===== src/rtl/jdec_pkg.sv =====
`default_nettype none
// ============================================================================
// Module      : jdec_pkg
// Description : Shared types and helpers for the Johnson-code decoder/lock
//               block: lock FSM state encoding and decoded-count width.
// Revision    : 1.0 - initial release
// ============================================================================
package jdec_pkg;

    // Lock FSM states
    typedef enum logic [0:0] {
        UNLOCKED = 1'b0,
        LOCKED   = 1'b1
    } state_t;

    // Width of the decoded sequence index for an n-stage Johnson counter
    function automatic int jdec_cw(input int n);
        return $clog2(2 * n);
    endfunction

endpackage : jdec_pkg
`default_nettype wire


===== src/rtl/johnson_to_bin.sv =====
`default_nettype none
// ============================================================================
// Module      : johnson_to_bin
// Description : Combinational Johnson-code to binary-index converter with a
//               legality flag (at most one adjacent-bit transition).
// Revision    : 1.0 - initial release
// ============================================================================
module johnson_to_bin #(
    parameter int N  = 4,
    parameter int CW = 3
) (
    input  wire logic [N-1:0]  i_jc,
    output logic      [CW-1:0] o_idx,
    output logic               o_legal
);

    localparam logic [CW:0] c_TWO_N = (CW+1)'(2 * N);

    logic [CW:0] w_pop;
    logic [4:0]  w_trans;

    // Count ones and adjacent transitions, then map the popcount to an index
    always_comb begin
        w_pop   = '0;
        w_trans = '0;
        for (int i = 0; i < N; i++) begin
            w_pop = w_pop + (CW+1)'(i_jc[i]);
        end
        for (int i = 0; i < N - 1; i++) begin
            w_trans = w_trans + 5'(i_jc[i] ^ i_jc[i+1]);
        end
        o_legal = (w_trans <= 5'd1);
        // First half of the cycle fills ones from the MSB; second half drains them
        if (i_jc[N-1] || (w_pop == '0)) begin
            o_idx = w_pop[CW-1:0];
        end else begin
            o_idx = CW'(c_TWO_N - w_pop);
        end
    end

endmodule : johnson_to_bin
`default_nettype wire


===== src/rtl/johnson_decoder_lock.sv =====
`default_nettype none
// ============================================================================
// Module      : johnson_decoder_lock
// Description : Decodes sampled Johnson code words to a binary index, flags
//               illegal words and tracks lock on a run of +1 steps.
//               Optional feature macro: JDEC_ERR_CNT_EN (loss-of-lock counter).
// Revision    : 1.0 - initial release
// ============================================================================
module johnson_decoder_lock
    import jdec_pkg::*;
#(
    parameter  int N        = 4,
    parameter  int LOCK_CNT = 3,
    parameter  int ERR_W    = 8,
    localparam int CW       = jdec_cw(N)
) (
    input  wire logic             clk,
    input  wire logic             rst_n,
    input  wire logic [N-1:0]     i_jc_in,
    input  wire logic             i_jc_valid,
    input  wire logic             i_err_clr,
    output logic      [CW-1:0]    o_count,
    output logic                  o_count_valid,
    output logic                  o_illegal,
    output logic                  o_step_err,
    output logic                  o_locked,
    output logic      [ERR_W-1:0] o_err_cnt
);

    localparam logic [CW-1:0] c_LAST_IDX = CW'(2 * N - 1);
    localparam logic [3:0]    c_LOCK_CNT = 4'(LOCK_CNT);

    logic [CW-1:0] w_idx;
    logic          w_legal;

    state_t        r_state,    w_state_nxt;
    logic [CW-1:0] r_prev_idx, w_prev_idx_nxt;
    logic          r_prev_ok,  w_prev_ok_nxt;
    logic [3:0]    r_run,      w_run_nxt;
    logic [CW-1:0] r_count,    w_count_nxt;
    logic          r_count_valid, w_count_valid_nxt;
    logic          r_illegal,     w_illegal_nxt;
    logic          r_step_err,    w_step_err_nxt;
    logic          w_err_evt;

    logic [CW-1:0] w_succ;
    logic          w_is_step;
    logic [3:0]    w_run_inc;

    johnson_to_bin #(
        .N  (N),
        .CW (CW)
    ) u_j2b (
        .i_jc    (i_jc_in),
        .o_idx   (w_idx),
        .o_legal (w_legal)
    );

    // Successor of the previous index, wrapping 2N-1 back to 0
    assign w_succ    = (r_prev_idx == c_LAST_IDX) ? '0 : r_prev_idx + 1'b1;
    assign w_is_step = r_prev_ok && (w_idx == w_succ);
    assign w_run_inc = r_run + 4'd1;

    // Next-state, tracking registers and output pulses
    always_comb begin
        w_state_nxt       = r_state;
        w_prev_idx_nxt    = r_prev_idx;
        w_prev_ok_nxt     = r_prev_ok;
        w_run_nxt         = r_run;
        w_count_nxt       = r_count;
        w_count_valid_nxt = 1'b0;
        w_illegal_nxt     = 1'b0;
        w_step_err_nxt    = 1'b0;
        w_err_evt         = 1'b0;
        if (i_jc_valid) begin
            if (!w_legal) begin
                // Illegal word takes precedence over any step error
                w_illegal_nxt = 1'b1;
                w_prev_ok_nxt = 1'b0;
                w_run_nxt     = '0;
                w_state_nxt   = UNLOCKED;
                w_err_evt     = (r_state == LOCKED);
            end else begin
                w_count_nxt       = w_idx;
                w_count_valid_nxt = 1'b1;
                w_prev_idx_nxt    = w_idx;
                w_prev_ok_nxt     = 1'b1;
                case (r_state)
                    UNLOCKED: begin
                        if (w_is_step) begin
                            w_run_nxt = w_run_inc;
                            if (w_run_inc == c_LOCK_CNT) begin
                                w_state_nxt = LOCKED;
                            end
                        end else begin
                            w_run_nxt = '0;
                        end
                    end
                    LOCKED: begin
                        if (!w_is_step) begin
                            w_step_err_nxt = 1'b1;
                            w_state_nxt    = UNLOCKED;
                            w_run_nxt      = '0;
                            w_err_evt      = 1'b1;
                        end
                    end
                    default: w_state_nxt = UNLOCKED;
                endcase
            end
        end
    end

    // State and output registers
    always_ff @(posedge clk or negedge rst_n) begin
        if (!rst_n) begin
            r_state       <= UNLOCKED;
            r_prev_idx    <= '0;
            r_prev_ok     <= 1'b0;
            r_run         <= '0;
            r_count       <= '0;
            r_count_valid <= 1'b0;
            r_illegal     <= 1'b0;
            r_step_err    <= 1'b0;
        end else begin
            r_state       <= w_state_nxt;
            r_prev_idx    <= w_prev_idx_nxt;
            r_prev_ok     <= w_prev_ok_nxt;
            r_run         <= w_run_nxt;
            r_count       <= w_count_nxt;
            r_count_valid <= w_count_valid_nxt;
            r_illegal     <= w_illegal_nxt;
            r_step_err    <= w_step_err_nxt;
        end
    end

`ifdef JDEC_ERR_CNT_EN
    logic [ERR_W-1:0] r_err_cnt;

    // Saturating loss-of-lock counter; clear beats a coincident increment
    always_ff @(posedge clk or negedge rst_n) begin
        if (!rst_n) begin
            r_err_cnt <= '0;
        end else if (i_err_clr) begin
            r_err_cnt <= '0;
        end else if (w_err_evt && (r_err_cnt != '1)) begin
            r_err_cnt <= r_err_cnt + 1'b1;
        end
    end

    assign o_err_cnt = r_err_cnt;
`else
    logic w_unused_err;
    assign w_unused_err = i_err_clr | w_err_evt;
    assign o_err_cnt    = '0;
`endif

    assign o_count       = r_count;
    assign o_count_valid = r_count_valid;
    assign o_illegal     = r_illegal;
    assign o_step_err    = r_step_err;
    assign o_locked      = (r_state == LOCKED);

endmodule : johnson_decoder_lock
`default_nettype wire

===== config.mk =====
export PLATFORM = sky130hd
export DESIGN_NAME = johnson_decoder_lock
export DESIGN_NICKNAME = d
export VERILOG_FILES = /design/src/rtl/jdec_pkg.sv /design/src/rtl/johnson_to_bin.sv /design/src/rtl/johnson_decoder_lock.sv
export SDC_FILE = /design/constraint.sdc
export NUM_CORES = 1
export LEC_CHECK = 0
export CAP_MARGIN = 40
export CORE_MARGIN = 2
export CORE_UTILIZATION = 35
export CTS_CLUSTER_SIZE = 16
export DETAILED_ROUTE_END_ITERATION = 7
export PLACE_DENSITY = 0.75
export SLEW_MARGIN = 10
export SYNTH_ARGS = -nofsm -noshare
export SYNTH_HDL_FRONTEND = slang
export SYNTH_HIERARCHICAL = 1
export SYNTH_SLANG_ARGS = --single-unit

===== constraint.sdc =====
create_clock -name clk -period 1.65 [get_ports clk]
set_input_delay 0.165 -clock clk [delete_from_list [all_inputs] [get_ports clk]]
set_output_delay 0.165 -clock clk [all_outputs]
set_load 0.01 [all_outputs]

; ---- Word level (Yosys, flattened, before mapping)
; Cells that the tools add are included.
[op_classes]
n_addsub = 8
order_cmp = 1
n_eq_ne = 4
n_mux = 19
bitwise = 4
reduce_logical = 5
[op_table]
columns = operator, count
row1 = two-way mux 1 bit, 12
row2 = two-way mux 4 bit, 3
row3 = adder 5 bit, 2
row4 = adder 4 x 1 -> 4 bit, 2
row5 = one-hot mux 4 bit (2 select lines), 1
row6 = two-way mux 3 bit, 2
row7 = "less-or-equal comparator 5 x 1 -> 1 bit, second input constant", 1
row8 = "adder 4 x 1 -> 4 bit, second input constant", 1
row9 = "equality test 4 x 2 -> 1 bit, second input constant", 1
row10 = logical NOT 4 bit, 1
row11 = AND reduction 2 bit, 2
row12 = "adder 3 x 1 -> 3 bit, second input constant", 1
row13 = equality test 3 bit, 1
row14 = "equality test 3 bit, second input constant", 1
row15 = "!= test 3 bit, second input constant", 1
row16 = "subtractor 1 x 3 -> 3 bit, first input constant", 1
row17 = XOR 1 bit, 3
row18 = adder 1 x 1 -> 2 bit, 1
row19 = one-hot mux 1 bit (2 select lines), 1
row20 = logical AND 1 bit, 1
row21 = logical OR 1 bit, 1
row22 = NOT 1 bit, 1
[word_totals]
register_bits = 12
wordCells = 48

; ---- Logic depth before layout (Yosys ltp)
[depth]
ltp_word = 12
mapped_depth = 14
mapped_depth_nobuf = 14

; ---- Hierarchy
; Netlist, hierarchy kept.
[modules_own_cells]
columns = module, instances, cells_each, area_each_um2, seq_area_each_um2
row1 = johnson_decoder_lock, 1, 65, 690.7, 300.3
row2 = johnson_to_bin, 1, 21, 176.4, 0.0

; ---- Worst setup path after synthesis
; Ideal clock, no wire load.
[synth_timing]
path_type = in2reg
startpoint = input i_jc_in[0]
endpoint = register r_state, in the netlist o_locked
setup_time_ns = 0.073
t_arrival_ns = 2.699
slack_ns = -1.122
stages = 14
path_buffers = 0
cell_sequence = inv_1 > fa_1 > inv_1 > ha_1 > ha_1 > inv_1 > ha_1 > ha_1 > nor2_2 > mux2_1 > xor2_1 > nor3_4 > nand3_4 > a21oi_2
[synth_via]
elab_chain_len = 11
elab_cells_between_ends = 17
classes_between = add/sub (6) / order compare (1) / eq/ne (1) / mux (5) / bitwise (1) / reduce/logical (3)
[synth_lines]
columns = item, line
row1 = "start, declared", johnson_decoder_lock.sv:19  ; input wire logic [N-1:0] i_jc_in,
row2 = adder 1 x 1 -> 2 bit (*), johnson_to_bin.sv:27  ; w_pop = w_pop + (CW+1)'(i_jc[i]);
row3 = adder 4 x 1 -> 4 bit (*) (2 in a row), johnson_to_bin.sv:27
row4 = branches (longest 2 deep; another with subtractor 1 x 3 -> 3 bit), -
row5 = two-way mux 3 bit (*), johnson_to_bin.sv:34  ; if (i_jc[N-1] || (w_pop == '0)) begin
row6 = named net w_idx[2], johnson_decoder_lock.sv:33  ; logic [CW-1:0] w_idx;
row7 = equality test 3 bit (*), johnson_decoder_lock.sv:61  ; assign w_is_step = r_prev_ok && (w_idx == w_succ);
row8 = logical AND 1 bit (*), johnson_decoder_lock.sv:61
row9 = "two-way mux 1 bit, on equally long branches", "johnson_decoder_lock.sv:100, johnson_decoder_lock.sv:90"
row10 = one-hot mux 1 bit (2 select lines) (*), johnson_decoder_lock.sv:88  ; case (r_state)
row11 = two-way mux 1 bit (*), johnson_decoder_lock.sv:76  ; if (!w_legal) begin
row12 = "end signal, assigned", johnson_decoder_lock.sv:125  ; r_state <= w_state_nxt;
row13 = "end, declared", johnson_decoder_lock.sv:36  ; state_t r_state, w_state_nxt;
; Mark *: on every way through the listed nets, which the timed path passes.
; A chain may end at the register's enable or synchronous reset.

; ---- Worst setup path after layout
[layout_timing]
startpoint = input i_jc_in[0]
endpoint = register r_run[1]
[layout_via]
elab_chain_len = 11
elab_cells_between_ends = 18
classes_between = add/sub (6) / order compare (1) / eq/ne (2) / mux (4) / bitwise (1) / reduce/logical (4)
[layout_lines]
columns = item, line
row1 = adder 1 x 1 -> 2 bit (*), johnson_to_bin.sv:27
row2 = adder 4 x 1 -> 4 bit (*) (2 in a row), johnson_to_bin.sv:27
row3 = branches (longest 2 deep; another with subtractor 1 x 3 -> 3 bit), -
row4 = two-way mux 3 bit (*), johnson_to_bin.sv:34
row5 = named net w_idx[2], johnson_decoder_lock.sv:33
row6 = equality test 3 bit (*), johnson_decoder_lock.sv:61
row7 = logical AND 1 bit (*), johnson_decoder_lock.sv:61
row8 = two-way mux 4 bit, johnson_decoder_lock.sv:90  ; if (w_is_step) begin
row9 = one-hot mux 4 bit (2 select lines), johnson_decoder_lock.sv:88
row10 = two-way mux 4 bit, johnson_decoder_lock.sv:76
row11 = "end signal, assigned", johnson_decoder_lock.sv:128  ; r_run <= w_run_nxt;
row12 = "end, declared", johnson_decoder_lock.sv:39  ; logic [3:0] r_run, w_run_nxt;
; Marked as above.

==> run summary <==
post-layout min period: 2580 ps
routed wl met2: 810 um
TritonCTS clock tree: yes
number of synthesized flops with an enable pin: 0
Ys Warns: 6
Rows: 18
CORE AREA: 2410 um^2
count leader, synth: inv_1
Final Wtd Congestion: 0.719
Lkg Pwr: 0.576 nW
status: finished, violations left
mapped cell area: 867 um^2
Max Buffers Root-to-Sink: 2
fin crit share: 156%
pre-CTS worst setup slack: -1750 ps
placed cell count: 139
Sw Pwr: 0.463 mW
DRC violations left: 0
antenna diode count: 0
RSZ-0062 raised after global routing: yes
layout net count: 134
syn avg cell area: 10.1 um^2
CP max stage delay: 540 ps
largest net degree at the start of global routing: 13
Initial Util: 36.0%
Seq cells post-synth: 12
Finished Cell Area: 1240 um^2
HP Class: in -> async
WP data required: 1840 ps
Final Slew Violations: 0
switch share: 35.0%
DR WL/cell: 11.0 um
Die X-Extent: 53.8 um
R2R Path End: r_run[1]
crit path kind: in -> reg
Ports: 23
top cells by area, synth: dfrtp_1 (35%), ha_1 (14%), buf_4 (7.8%)
Pint: 0.858 mW
die area: 2890 um^2
Non-Filler Instances: 144
CTS Buf Count: 3
CTS Root Cell: clkbuf_4
Netlist cell types: 24
Core Util, Final: 51.6%
register share of total power: 28.5%
top cell type's share of synthesized area: 34.6%
most used cell, CP: ha_4
area delta synth->final: 43.4%
routed wl met3: 52 um
Achievable Freq: 387 MHz
leading area contributor after synthesis: dfrtp_1
VDD IR-drop max: 0.000602 V
Rel. slew slack: 62.5%
Worst-path clk slew: 80 ps
R2R depth: 6
crit path buf inv count: 4
share of layout cells above drive strength 1: 40.4%
vias in the first global route: 625
most frequent cells after synthesis: inv_1 (15), dfrtp_1 (12), ha_1 (10)
Worst Path Max Fanout: 5
clk_lat worst skew: 280 ps
failing checks: negative setup slack
Reg2Reg Setup Slack: -20 ps
met1 WL: 707 um
Tightest Pin Transition: 561 ps
Gate Count Post-Synth: 86
GR Util All Layers: 12.4%
Final Hold Fails: 0
cell family with most CP delay: adder cells
skew final: 12.4 ps
setup slack after layout: -931 ps
final setup TNS: -6590 ps
Max Cap Viol: 0
grt ovf: 0
CP Launch Type: input pin
CP max-delay cell: fa_1
ys async rst share: 100%
1st-iter DRT viols: 6
PwrDens: 1060 nW/um^2
H-tree depth: 1
Setup violations, final: 8
Cell Area, Placed: 1150 um^2
part of the power in combinational logic: 53.9%
Clk pwr share: 17.6%
WL final: 1.59 mm
CTS Sinks: 12
CP Cell Sequence: buf_8, inv_4, fa_1, inv_1, ha_2, ha_4, inv_2, ha_4, ha_4, nor2_4, mux2_4, xor2_2, nor3_4, nand3_4, o22ai_2
Die Ht: 53.8 um
routed via count: 651
antenna-violating nets left: 0
port bufs: 13
Pre-Repair DR Iteration Count: 3
Top FF cell, synth: dfrtp_1
Worst setup EP type: register
RR Startpoint: o_count[0]
first-pass GRT wire length: 2.58 mm
DR vias/cell: 4.52
DPL Wire Length: 1.28 mm
antenna violations before repair: 0
highest metal used: met4
sequential area share after synthesis: 34.6%
Crit path arrival time: 2770 ps
CTS Hold Bufs: 0
-- sequential cells by signal, summed over array words and instances, names as in the netlist --
signal         flops
r_run              4
o_count            3
o_count_valid      1
o_illegal          1
o_locked           1
o_step_err         1
r_prev_ok          1
-- kinds of logic (layout without fill, tap and decap cells) --
| logic type | after synthesis | count (layout) | synth area share, % |
|---|---|---|---|
| compound gates | 15 | 15 | 11.0 |
| xor+xnor | 7 | 7 | 7.07 |
| fa+ha+maj | 11 | 11 | 16.7 |
| buf+inv | 24 | 45 | 14.3 |
| flops | 12 | 12 | 34.6 |
| mux | 5 | 5 | 6.49 |
| other cells | 1 | 8 | 0.432 |
| simple gates | 11 | 11 | 9.38 |
-- placed cells by master (no fill, tap or decap), types with 3 or more instances in the layout --
cell type / n
nor2_1: 3
dfrtp_1: 12
inv_1: 11
o21ai_0: 3
clkdlybuf4s50_1: 9
a21oi_2: 3
ha_1: 6
xnor2_1: 3
conb_1: 8
clkbuf_4: 3
buf_4: 14
o22ai_2: 3
mux2_4: 3
ha_4: 3
-- final cells by class --
type	instances	area, um^2
multi-input combinational	57	569
timing repair buffer	26	234
inverter	15	66.3
sequential	12	300
clock buffer	4	36.3
fill	208	1170
tap	30	37.5
-- what timing repair did --
action	CTS	global route
endpoints found under the setup margin	10	9
setup buffers	0	1
resized for setup	24	6
pin swaps	10	6
-- worst max-delay path by stage --
stage | slack [ps] | endpoint | from | cells past startpoint
6_report | -930 | r_run[1] | i_jc_in[0] | 15
5_1_grt | -1070 | r_run[3] | i_jc_in[0] | 15
4_1_cts | -940 | o_locked | i_jc_in[0] | 15
3_5_place_dp | -1750 | r_run[0] | i_jc_in[3] | 15
3_3_place_gp | -1690 | r_run[0] | i_jc_in[3] | 15
2_1_floorplan | -980 | o_locked | i_jc_in[3] | 14
-- layer usage --
metal  vias to the layer above  global-route usage [%]
li1                        318                       -
met1                       314                    15.5
met2                        17                    21.1
met3                         2                    2.50
met4                         0                    3.85
met5                         -                       0
-- through the flow --
| step | hold slack [ps] | power, mW |
|---|---|---|
| floorplan | -131 | 0.786 |
| global placement | 536 | 1.01 |
| detailed placement | 550 | 1.03 |
| CTS | 264 | 1.29 |
| global route | 273 | 1.41 |
| finish | 244 | 1.32 |
-- power groups by stage --
stage	combinational, mW	clock [mW]	sequential [mW]
floorplan	0.384	0	0.402
global placement	0.626	0	0.379
global route	0.775	0.256	0.382
finish	0.712	0.233	0.376
detailed placement	0.649	0	0.382
CTS	0.680	0.238	0.377
(Power assumes the default switching activity.)
